[src/rtl/nrdiv_pkg.sv]
// Purpose: shared types and sizing helpers for the non-restoring divider.
// Latency: n/a (types and constant functions only).
// Backpressure: n/a.
package nrdiv_pkg;

    // Divider sequencing: accept, M add/sub iterations, remainder fix-up, hold result.
    typedef enum logic [1:0] {
        IDLE = 2'd0,
        CALC = 2'd1,
        FIX  = 2'd2,
        DONE = 2'd3
    } state_t;

    // Iteration counter width for an m-bit divider.
    function automatic int cnt_width(input int m);
        return $clog2(m + 1);
    endfunction

endpackage

[src/rtl/nrdiv_if.sv]
// Purpose: operand/result handshake bundle between a producer/consumer and the divider.
// Latency: n/a (wiring only).
// Backpressure: in_valid/in_ready on the operand side, out_valid/out_ready on the result side.
// Modports: master = producer/consumer side, slave = divider side.
interface nrdiv_if #(
    parameter int M = 32
) ();
    logic         in_valid;
    logic         in_ready;
    logic [M-1:0] dividend;
    logic [M-1:0] divisor;
    logic         out_valid;
    logic         out_ready;
    logic [M-1:0] quotient;
    logic [M-1:0] remainder;
    logic         dz;

    modport master (
        output in_valid, dividend, divisor, out_ready,
        input  in_ready, out_valid, quotient, remainder, dz
    );

    modport slave (
        input  in_valid, dividend, divisor, out_ready,
        output in_ready, out_valid, quotient, remainder, dz
    );
endinterface

[src/rtl/nrdiv_addsub.sv]
// Purpose: W-bit two's-complement adder/subtractor (sum = a + b, or a - b when sub=1).
// Latency: combinational.
// Backpressure: none.
// Ports: sub selects subtract, a/b operands, sum result (carry-out dropped).
module nrdiv_addsub #(
    parameter int W = 33
) (
    input  logic         sub,
    input  logic [W-1:0] a,
    input  logic [W-1:0] b,
    output logic [W-1:0] sum
);
    // Subtract as a + ~b + 1: invert b and feed sub in as the carry.
    assign sum = a + (b ^ {W{sub}}) + {{(W-1){1'b0}}, sub};
endmodule

[src/rtl/non_restoring_divider.sv]
// Purpose: sequential unsigned M-bit divider, non-restoring, one add/sub per clock.
// Latency: accept -> out_valid seen M+2 clocks later (1 clock with NRDIV_DZ_SHORTCUT_EN and divisor 0).
// Backpressure: one division in flight; in_ready only in IDLE, result held in DONE until out_ready.
// Ports: clk, rst_n (async active-low), bus (nrdiv_if.slave).
// Option: define NRDIV_DZ_SHORTCUT_EN to detect divisor 0 at accept and raise dz.
module non_restoring_divider
    import nrdiv_pkg::*;
#(
    parameter int M = 32
) (
    input  logic   clk,
    input  logic   rst_n,
    nrdiv_if.slave bus
);
    localparam int CW = cnt_width(M);

    state_t         state;
    logic [M:0]     p;          // signed partial remainder
    logic [M-1:0]   a_reg;      // dividend shifting out, quotient bits shifting in
    logic [M-1:0]   d_reg;
    logic [CW-1:0]  count;
    logic           in_ready_q;
    logic           out_valid_q;
    logic [M-1:0]   quo_q;
    logic [M-1:0]   rem_q;

    logic [M:0]     p_shift;
    logic [M:0]     as_a;
    logic [M:0]     as_sum;
    logic [M:0]     p_fixed;
    logic           as_sub;

    // {P,A} shifted left by one: next dividend bit enters P's LSB.
    assign p_shift = {p[M-1:0], a_reg[M-1]};

    // One adder serves both phases: CALC steers add/sub by P's sign,
    // FIX only ever adds D back to a negative remainder.
    always_comb begin
        as_sub = 1'b0;
        as_a   = p;
        if (state == CALC) begin
            as_sub = ~p[M];
            as_a   = p_shift;
        end
    end

    nrdiv_addsub #(.W(M + 1)) u_addsub (
        .sub (as_sub),
        .a   (as_a),
        .b   ({1'b0, d_reg}),
        .sum (as_sum)
    );

    assign p_fixed = p[M] ? as_sum : p;

`ifdef NRDIV_DZ_SHORTCUT_EN
    logic dz_q;
`endif

    always_ff @(posedge clk or negedge rst_n) begin
        if (!rst_n) begin
            state       <= IDLE;
            p           <= '0;
            a_reg       <= '0;
            d_reg       <= '0;
            count       <= '0;
            in_ready_q  <= 1'b1;
            out_valid_q <= 1'b0;
            quo_q       <= '0;
            rem_q       <= '0;
`ifdef NRDIV_DZ_SHORTCUT_EN
            dz_q        <= 1'b0;
`endif
        end else begin
            case (state)
                IDLE: begin
                    if (bus.in_valid) begin
                        in_ready_q <= 1'b0;
                        d_reg      <= bus.divisor;
                        a_reg      <= bus.dividend;
                        p          <= '0;
                        count      <= '0;
`ifdef NRDIV_DZ_SHORTCUT_EN
                        // Zero divisor: publish the same answer the full run would give.
                        if (bus.divisor == '0) begin
                            quo_q       <= '1;
                            rem_q       <= bus.dividend;
                            dz_q        <= 1'b1;
                            out_valid_q <= 1'b1;
                            state       <= DONE;
                        end else begin
                            state <= CALC;
                        end
`else
                        state <= CALC;
`endif
                    end
                end
                CALC: begin
                    p     <= as_sum;
                    // Quotient bit is 1 when the new remainder is non-negative.
                    a_reg <= {a_reg[M-2:0], ~as_sum[M]};
                    count <= count + 1'b1;
                    if (count == CW'(M - 1)) begin
                        state <= FIX;
                    end
                end
                FIX: begin
                    p           <= p_fixed;
                    quo_q       <= a_reg;
                    rem_q       <= p_fixed[M-1:0];
                    out_valid_q <= 1'b1;
                    state       <= DONE;
                end
                DONE: begin
                    if (bus.out_ready) begin
                        out_valid_q <= 1'b0;
                        in_ready_q  <= 1'b1;
`ifdef NRDIV_DZ_SHORTCUT_EN
                        dz_q        <= 1'b0;
`endif
                        state       <= IDLE;
                    end
                end
                default: state <= IDLE;
            endcase
        end
    end

    assign bus.in_ready  = in_ready_q;
    assign bus.out_valid = out_valid_q;
    assign bus.quotient  = quo_q;
    assign bus.remainder = rem_q;
`ifdef NRDIV_DZ_SHORTCUT_EN
    assign bus.dz        = dz_q;
`else
    assign bus.dz        = 1'b0;
`endif

endmodule

[src/flat_wrapper.sv]
// flat-port wrapper written by rule: the top's interface ports become plain ports
module non_restoring_divider_flat import nrdiv_pkg::*;
#(
    parameter int M = 32
)
  (clk, rst_n, bus_in_valid, bus_dividend, bus_divisor, bus_out_ready, bus_in_ready, bus_out_valid, bus_quotient, bus_remainder, bus_dz);
  nrdiv_if #(.M(M)) bus_i ();
  input  logic clk;
  input  logic rst_n;
  input wire logic [$bits(bus_i.in_valid)-1:0] bus_in_valid;
  input wire logic [$bits(bus_i.dividend)-1:0] bus_dividend;
  input wire logic [$bits(bus_i.divisor)-1:0] bus_divisor;
  input wire logic [$bits(bus_i.out_ready)-1:0] bus_out_ready;
  output wire logic [$bits(bus_i.in_ready)-1:0] bus_in_ready;
  output wire logic [$bits(bus_i.out_valid)-1:0] bus_out_valid;
  output wire logic [$bits(bus_i.quotient)-1:0] bus_quotient;
  output wire logic [$bits(bus_i.remainder)-1:0] bus_remainder;
  output wire logic [$bits(bus_i.dz)-1:0] bus_dz;
  assign bus_i.in_valid = bus_in_valid;
  assign bus_i.dividend = bus_dividend;
  assign bus_i.divisor = bus_divisor;
  assign bus_i.out_ready = bus_out_ready;
  assign bus_in_ready = bus_i.in_ready;
  assign bus_out_valid = bus_i.out_valid;
  assign bus_quotient = bus_i.quotient;
  assign bus_remainder = bus_i.remainder;
  assign bus_dz = bus_i.dz;
  non_restoring_divider #(.M(M)) u_core (.clk(clk), .rst_n(rst_n), .bus(bus_i));
endmodule
[config.mk]
export PLATFORM = sky130hd
export DESIGN_NAME = non_restoring_divider_flat
export DESIGN_NICKNAME = d
export VERILOG_FILES = /design/src/rtl/nrdiv_pkg.sv /design/src/rtl/nrdiv_if.sv /design/src/rtl/nrdiv_addsub.sv /design/src/rtl/non_restoring_divider.sv /design/src/flat_wrapper.sv
export SDC_FILE = /design/constraint.sdc
export NUM_CORES = 1
export LEC_CHECK = 0
export BUFFER_PORTS_ARGS = -buffer_cell sky130_fd_sc_hd__buf_4
export CORE_ASPECT_RATIO = 0.75
export CORE_MARGIN = 4
export CORE_UTILIZATION = 45
export DETAILED_ROUTE_END_ITERATION = 6
export GPL_TIMING_DRIVEN = 0
export PLACE_DENSITY = 0.69
export SKIP_LAST_GASP = 1
export SYNTH_ARGS = -nofsm -noshare
export SYNTH_HDL_FRONTEND = slang
export SYNTH_SLANG_ARGS = --single-unit
[constraint.sdc]
create_clock -name clk -period 9.21 [get_ports clk]
set_input_delay 0.4605 -clock clk [delete_from_list [all_inputs] [get_ports clk]]
set_output_delay 0.4605 -clock clk [all_outputs]
set_load 0.1 [all_outputs]
After elaboration in Yosys (flattened, before gate mapping)
Cells that the tools add are included.

word-level totals
  flip-flop bits (word level) = 171
  bits of input ports = 68
  output and inout port bits = 67
  word-level logic and storage cells = 51

cells by class
  add/subtract/negate cells = 3
  equality and inequality tests = 7
  mux-type cells = 18
  bitwise gates (word level) = 3
  reductions and logical operators = 11

operators with widths
  operator                                                         number
  33-bit two-way mux                                               3
  33-bit case mux with 3 select lines                              1
  32-bit case mux with 2 select lines                              1
  33-bit by 1-bit adder with 33-bit output                         1
  33-bit adder                                                     1
  32-bit by 33-bit bitwise XOR with 33-bit output                  1
  32-bit two-way mux                                               1
  6-bit case mux with 2 select lines                               1
  2-bit case mux with 4 select lines                               1
  2-bit AND reduction                                              4
  6-bit by 1-bit adder with 6-bit output, second input constant    1
  6-bit by 5-bit == test with 1-bit output, second input constant  1
  2-bit two-way mux                                                3
  6-bit two-way mux                                                1
  2-bit != test, second input constant                             3
  3-bit AND reduction                                              2
  2-bit nonzero test                                               3
  2-bit == test, second input constant                             2
  1-bit two-way mux                                                4
  1-bit case mux with 2 select lines                               2
  3-bit nonzero test                                               1
  2-bit by 1-bit == test with 1-bit output, second input constant  1
  2-bit logical NOT                                                1
  1-bit NOT                                                        2

Logic depth before layout (Yosys ltp)
  depth after elaboration = 7
  mapped depth = 17

Cells and area by module
A second synthesis with hierarchy kept.

unflattened totals
  cells, all modules = 935
  area, all modules = 9925.8 sq um

modules (own cells, without submodules)
  module                 times used  cells each  area each (sq um)
  non_restoring_divider  1           620         7732.4
  nrdiv_addsub           1           315         2193.4

Worst setup path before layout
OpenSTA, ideal clock, no wires.

  path kind = flip-flop to flip-flop
  from = reg u_core.state[1]
  to = reg u_core.rem_q[30], in the netlist u_core.bus.remainder[30]
  arrival = 3.969 ns
  setup slack = 5.115 ns
  cell stages (with the launch flop) = 17
  buffers on the path = 3
  path through = dfrtp_1 > inv_1 > ha_1 > clkbuf_1 > nand2b_1 > clkbuf_1 > clkbuf_1 > xnor2_1 > fa_1 > a21o_1 > a221oi_4 > a31oi_4 > o311ai_4 > a311oi_2 > a221oi_2 > mux2i_1 > a221o_1

on the way
  longest elaborated chain between the ends = 6
  elaborated cells between the ends (all ways) = 8
  classes of those cells = add/sub (2); eq/ne (2); mux (3); bitwise (1)

RTL lines
  element                                          line                          RTL
  start: declaration                               non_restoring_divider.sv:17   state_t state;
  start signal: assignment                         non_restoring_divider.sv:62   state <= IDLE;
  start signal: assignment                         non_restoring_divider.sv:95   state <= CALC;
  start signal: assignment                         non_restoring_divider.sv:105  state <= FIX;
  2-bit by 1-bit == test with 1-bit output         non_restoring_divider.sv:41   if (state == CALC) begin
  1-bit two-way mux                                non_restoring_divider.sv:41
  32-bit by 33-bit bitwise XOR with 33-bit output  nrdiv_addsub.sv:14            assign sum = a + (b ^ {W{sub}}) + {{(W-1){1'b0}}, sub};
  33-bit adder                                     nrdiv_addsub.sv:14
  33-bit by 1-bit adder with 33-bit output         nrdiv_addsub.sv:14
  33-bit two-way mux                               non_restoring_divider.sv:54   assign p_fixed = p[M] ? as_sum : p;
  end signal: assignment                           non_restoring_divider.sv:111  rem_q <= p_fixed[M-1:0];
  end: declaration                                 non_restoring_divider.sv:25   logic [M-1:0] rem_q;

Several ways; a longest one is shown, not always the timed one.
A chain may end at the register's enable or synchronous reset.

Worst setup path in the final report
  from = reg u_core.state[1]
  to = reg u_core.p[29]

on the way
  longest elaborated chain between the ends = 7
  elaborated cells between the ends (all ways) = 13
  classes of those cells = add/sub (2); eq/ne (3); mux (4); bitwise (1); reduce/logical (3)

RTL lines
  element                                          line                                                      RTL
  2-bit by 1-bit == test with 1-bit output         non_restoring_divider.sv:41, non_restoring_divider.sv:75
  1-bit two-way mux                                non_restoring_divider.sv:41
  32-bit by 33-bit bitwise XOR with 33-bit output  nrdiv_addsub.sv:14
  33-bit adder                                     nrdiv_addsub.sv:14
  33-bit by 1-bit adder with 33-bit output         nrdiv_addsub.sv:14
  33-bit two-way mux                               non_restoring_divider.sv:54
  33-bit case mux with 3 select lines              non_restoring_divider.sv:75                               case (state)
  end signal: assignment                           non_restoring_divider.sv:100                              p <= as_sum;
  end signal: assignment                           non_restoring_divider.sv:109                              p <= p_fixed;
  end: declaration                                 non_restoring_divider.sv:18                               logic [M:0] p;

Several ways; a longest one is shown, not always the timed one.

==> summary.txt <==
status: complete, no violations
Post-synth EDFFs: 0
final worst path period need: 5660 ps
Max Cap Violations: 0
Synth area leaders: dfrtp_1 (44%), mux2_2 (12%), mux2i_1 (4.9%)
Final period util: 61.5%
Req. time, crit path: 9520 ps
routed vias: 7,733
layout cell share with drive strength beyond 1: 25.9%
Yosys top cell area share: 43.7%
area used by multi-input combinational logic: 5150 um2
Slew Limit Fails: 0
Clock Tree Root: clkbuf_16
fmax: 177 MHz
via/cell ratio: 5.61
r2r endpoint: u_core.p[29]
Critical Path Sink Type: flop
RSZ-0062 raised after global routing: false
sequential share of the synthesized area: 44.0%
Largest register FFs: 33
first-pass GRT wire length: 42.7 mm
setup violators final: 0
Mapped Cells: 923
Post-synth top flop: dfrtp_1
Slew @ Worst Pin: 1160 ps
Num CTS Buffers: 17
Setup crit end: u_core.p[29]
syn_nets: 1,029
leading area contributor after synthesis: dfrtp_1
Initial Utilization: 45.9%
GP Congestion: 0.910
worst r2r src: u_core.state[1]
PostCTS Resize Cnt: 0
Layout Skew: 12.8 ps
Layout fillers: 1,917
CTS H-tree depth: 4
element type at the critical path start: flop
CTS tree: done
DRC viols: 0
Clock transition at path regs: 70 ps
HPWL after detailed placement: 19.2 mm
synthesized area per cell: 10.5 um2
DR WL/cell: 19.3 um
Crit Path Max Fanout: 10
Seq cells post-synth: 171
I/O Pins: 135
Syn Std Cell Area: 9730 um2
Rel. slew slack: 20.8%
Die Area: 24,100 um2
total wire length: 26.6 mm
1st-pass router iterations: 5
Hold Crit Start: bus_out_ready
global route overflow: 0
IO buf count: 133
asr flop ratio synth: 100%
CP Launch Point: u_core.state[1]
total global-route track usage: 22.6%
Final TNS setup: 0 ps
clk_lat worst skew: 440 ps
Sink Count: 171
Distinct cells, synth: 63
Commonest cells post-synth: dfrtp_1 (170), mux2_2 (103), nand2_1 (72)
Crit Path Category: flop to flop
number of diodes: 0
CP arrival: 5980 ps
vias in the first global route: 7,837
Reg area: 4280 um2
Yosys warning count: 0
top-count cell post-synth: dfrtp_1
Die H: 135 um
core area: 21,200 um2
row cnt: 46
r2r worst-path depth: 17
FF-to-FF setup slack: 3550 ps
clk buf depth: 2
Top reg by flops: u_core.p
largest net degree at the start of global routing: 112
Die W: 178 um
number of antenna violations at the first check in global routing: 0
final hold violation count: 0
Hold Crit Class: input port to flop
nets: 1,183
post-route ant nets: 0
Layout area overhead: 20.6%
DRT iter0 DRCs: 622
worst max-delay path, cell delays in order (launching register included):
cell       delay, ps
dfrtp_1          430
inv_1             80
ha_1             180
clkbuf_1         220
nand2b_1         130
clkbuf_1         220
clkbuf_1         790
xnor2_1          170
ha_1             320
clkbuf_1         270
o21ai_1          170
o21a_1           230
a2111oi_0       1020
o2111ai_1        420
nand3_1          320
a31oi_1          200
xnor2_1          170
a22o_1           210
repair_timing:
item                      CTS  global route
hold buffers                1             0
setup buffers               0             0
hold endpoints to repair   60             0
per-stage QoR:
stage / instance area, um2 / utilization [%] / worst slack (ps) / hold WS, ps / std cells
global route: 11700 / 55.4 / 3260 / 237 / 1378
floorplan: 9730 / - / 5120 / 165 / 923
global placement: 11100 / 52.4 / 3830 / 466 / 1344
detailed placement: 11100 / 52.5 / 3800 / 435 / 1345
CTS: 11700 / 55.4 / 3740 / 230 / 1378
finish: 11700 / 55.4 / 3550 / 245 / 1378
cells by family (layout without fill, tap and decap cells):
logic type	after synthesis	in the layout	synth area share, %
AOI/OAI and AO/OA	245	245	17.2
other	1	1	0.0385
DFF	171	171	44.0
muxes	151	151	16.9
buffers and inverters	78	245	3.07
xor gates and xnor gates	61	61	5.49
and+or+nand+nor	178	178	8.38
adders and majority gates	38	38	4.96
cells in the final DEF (no fill, tap or decap), types with 8 or more instances in the layout:
cell	count
a22o_1	22
dfrtp_1	170
xnor2_1	50
nand2_1	72
clkbuf_1	47
a21oi_1	61
a21o_1	20
ha_1	37
a31oi_1	8
nand2b_1	9
inv_1	21
o21ai_0	65
clkbuf_16	17
xor2_1	11
buf_4	133
mux2_2	103
mux2i_1	48
nor2_1	39
nand3_1	21
final cells by class:
class,count,share of cell area [%]
flip-flops and latches,171,36.5
repair buffers,135,8.89
multi-input cells,674,43.9
clock inverters,15,1.49
clock buffers,17,3.63
plain buffers,57,1.88
well taps,288,3.07
inverters,21,0.672
routing by layer:
layer | part of all wire (%) | up-vias | GRT usage [%] | wire (um)
li1 | - | 3654 | - | -
met1 | 50 | 3800 | 35.4 | 13200
met2 | 42 | 258 | 32.1 | 11100
met3 | 7.4 | 21 | 4.60 | 1980
met4 | 1.1 | 0 | 5.28 | 284
met5 | 0 | - | 0 | 0
worst min-delay path by stage:
stage,endpoint,slack [ps],cells past startpoint
after floorplan,u_core.a_reg[0],160,0
after global placement,u_core.bus.remainder[0],470,1
after detailed placement,u_core.d_reg[12],430,1
after CTS,u_core.bus.out_valid,230,2
after global routing,u_core.d_reg[7],240,2
final,u_core.bus.out_valid,240,2
Power is not shown: default switching activity piles up to over one toggle a cycle in this logic, so the estimate is an artifact.
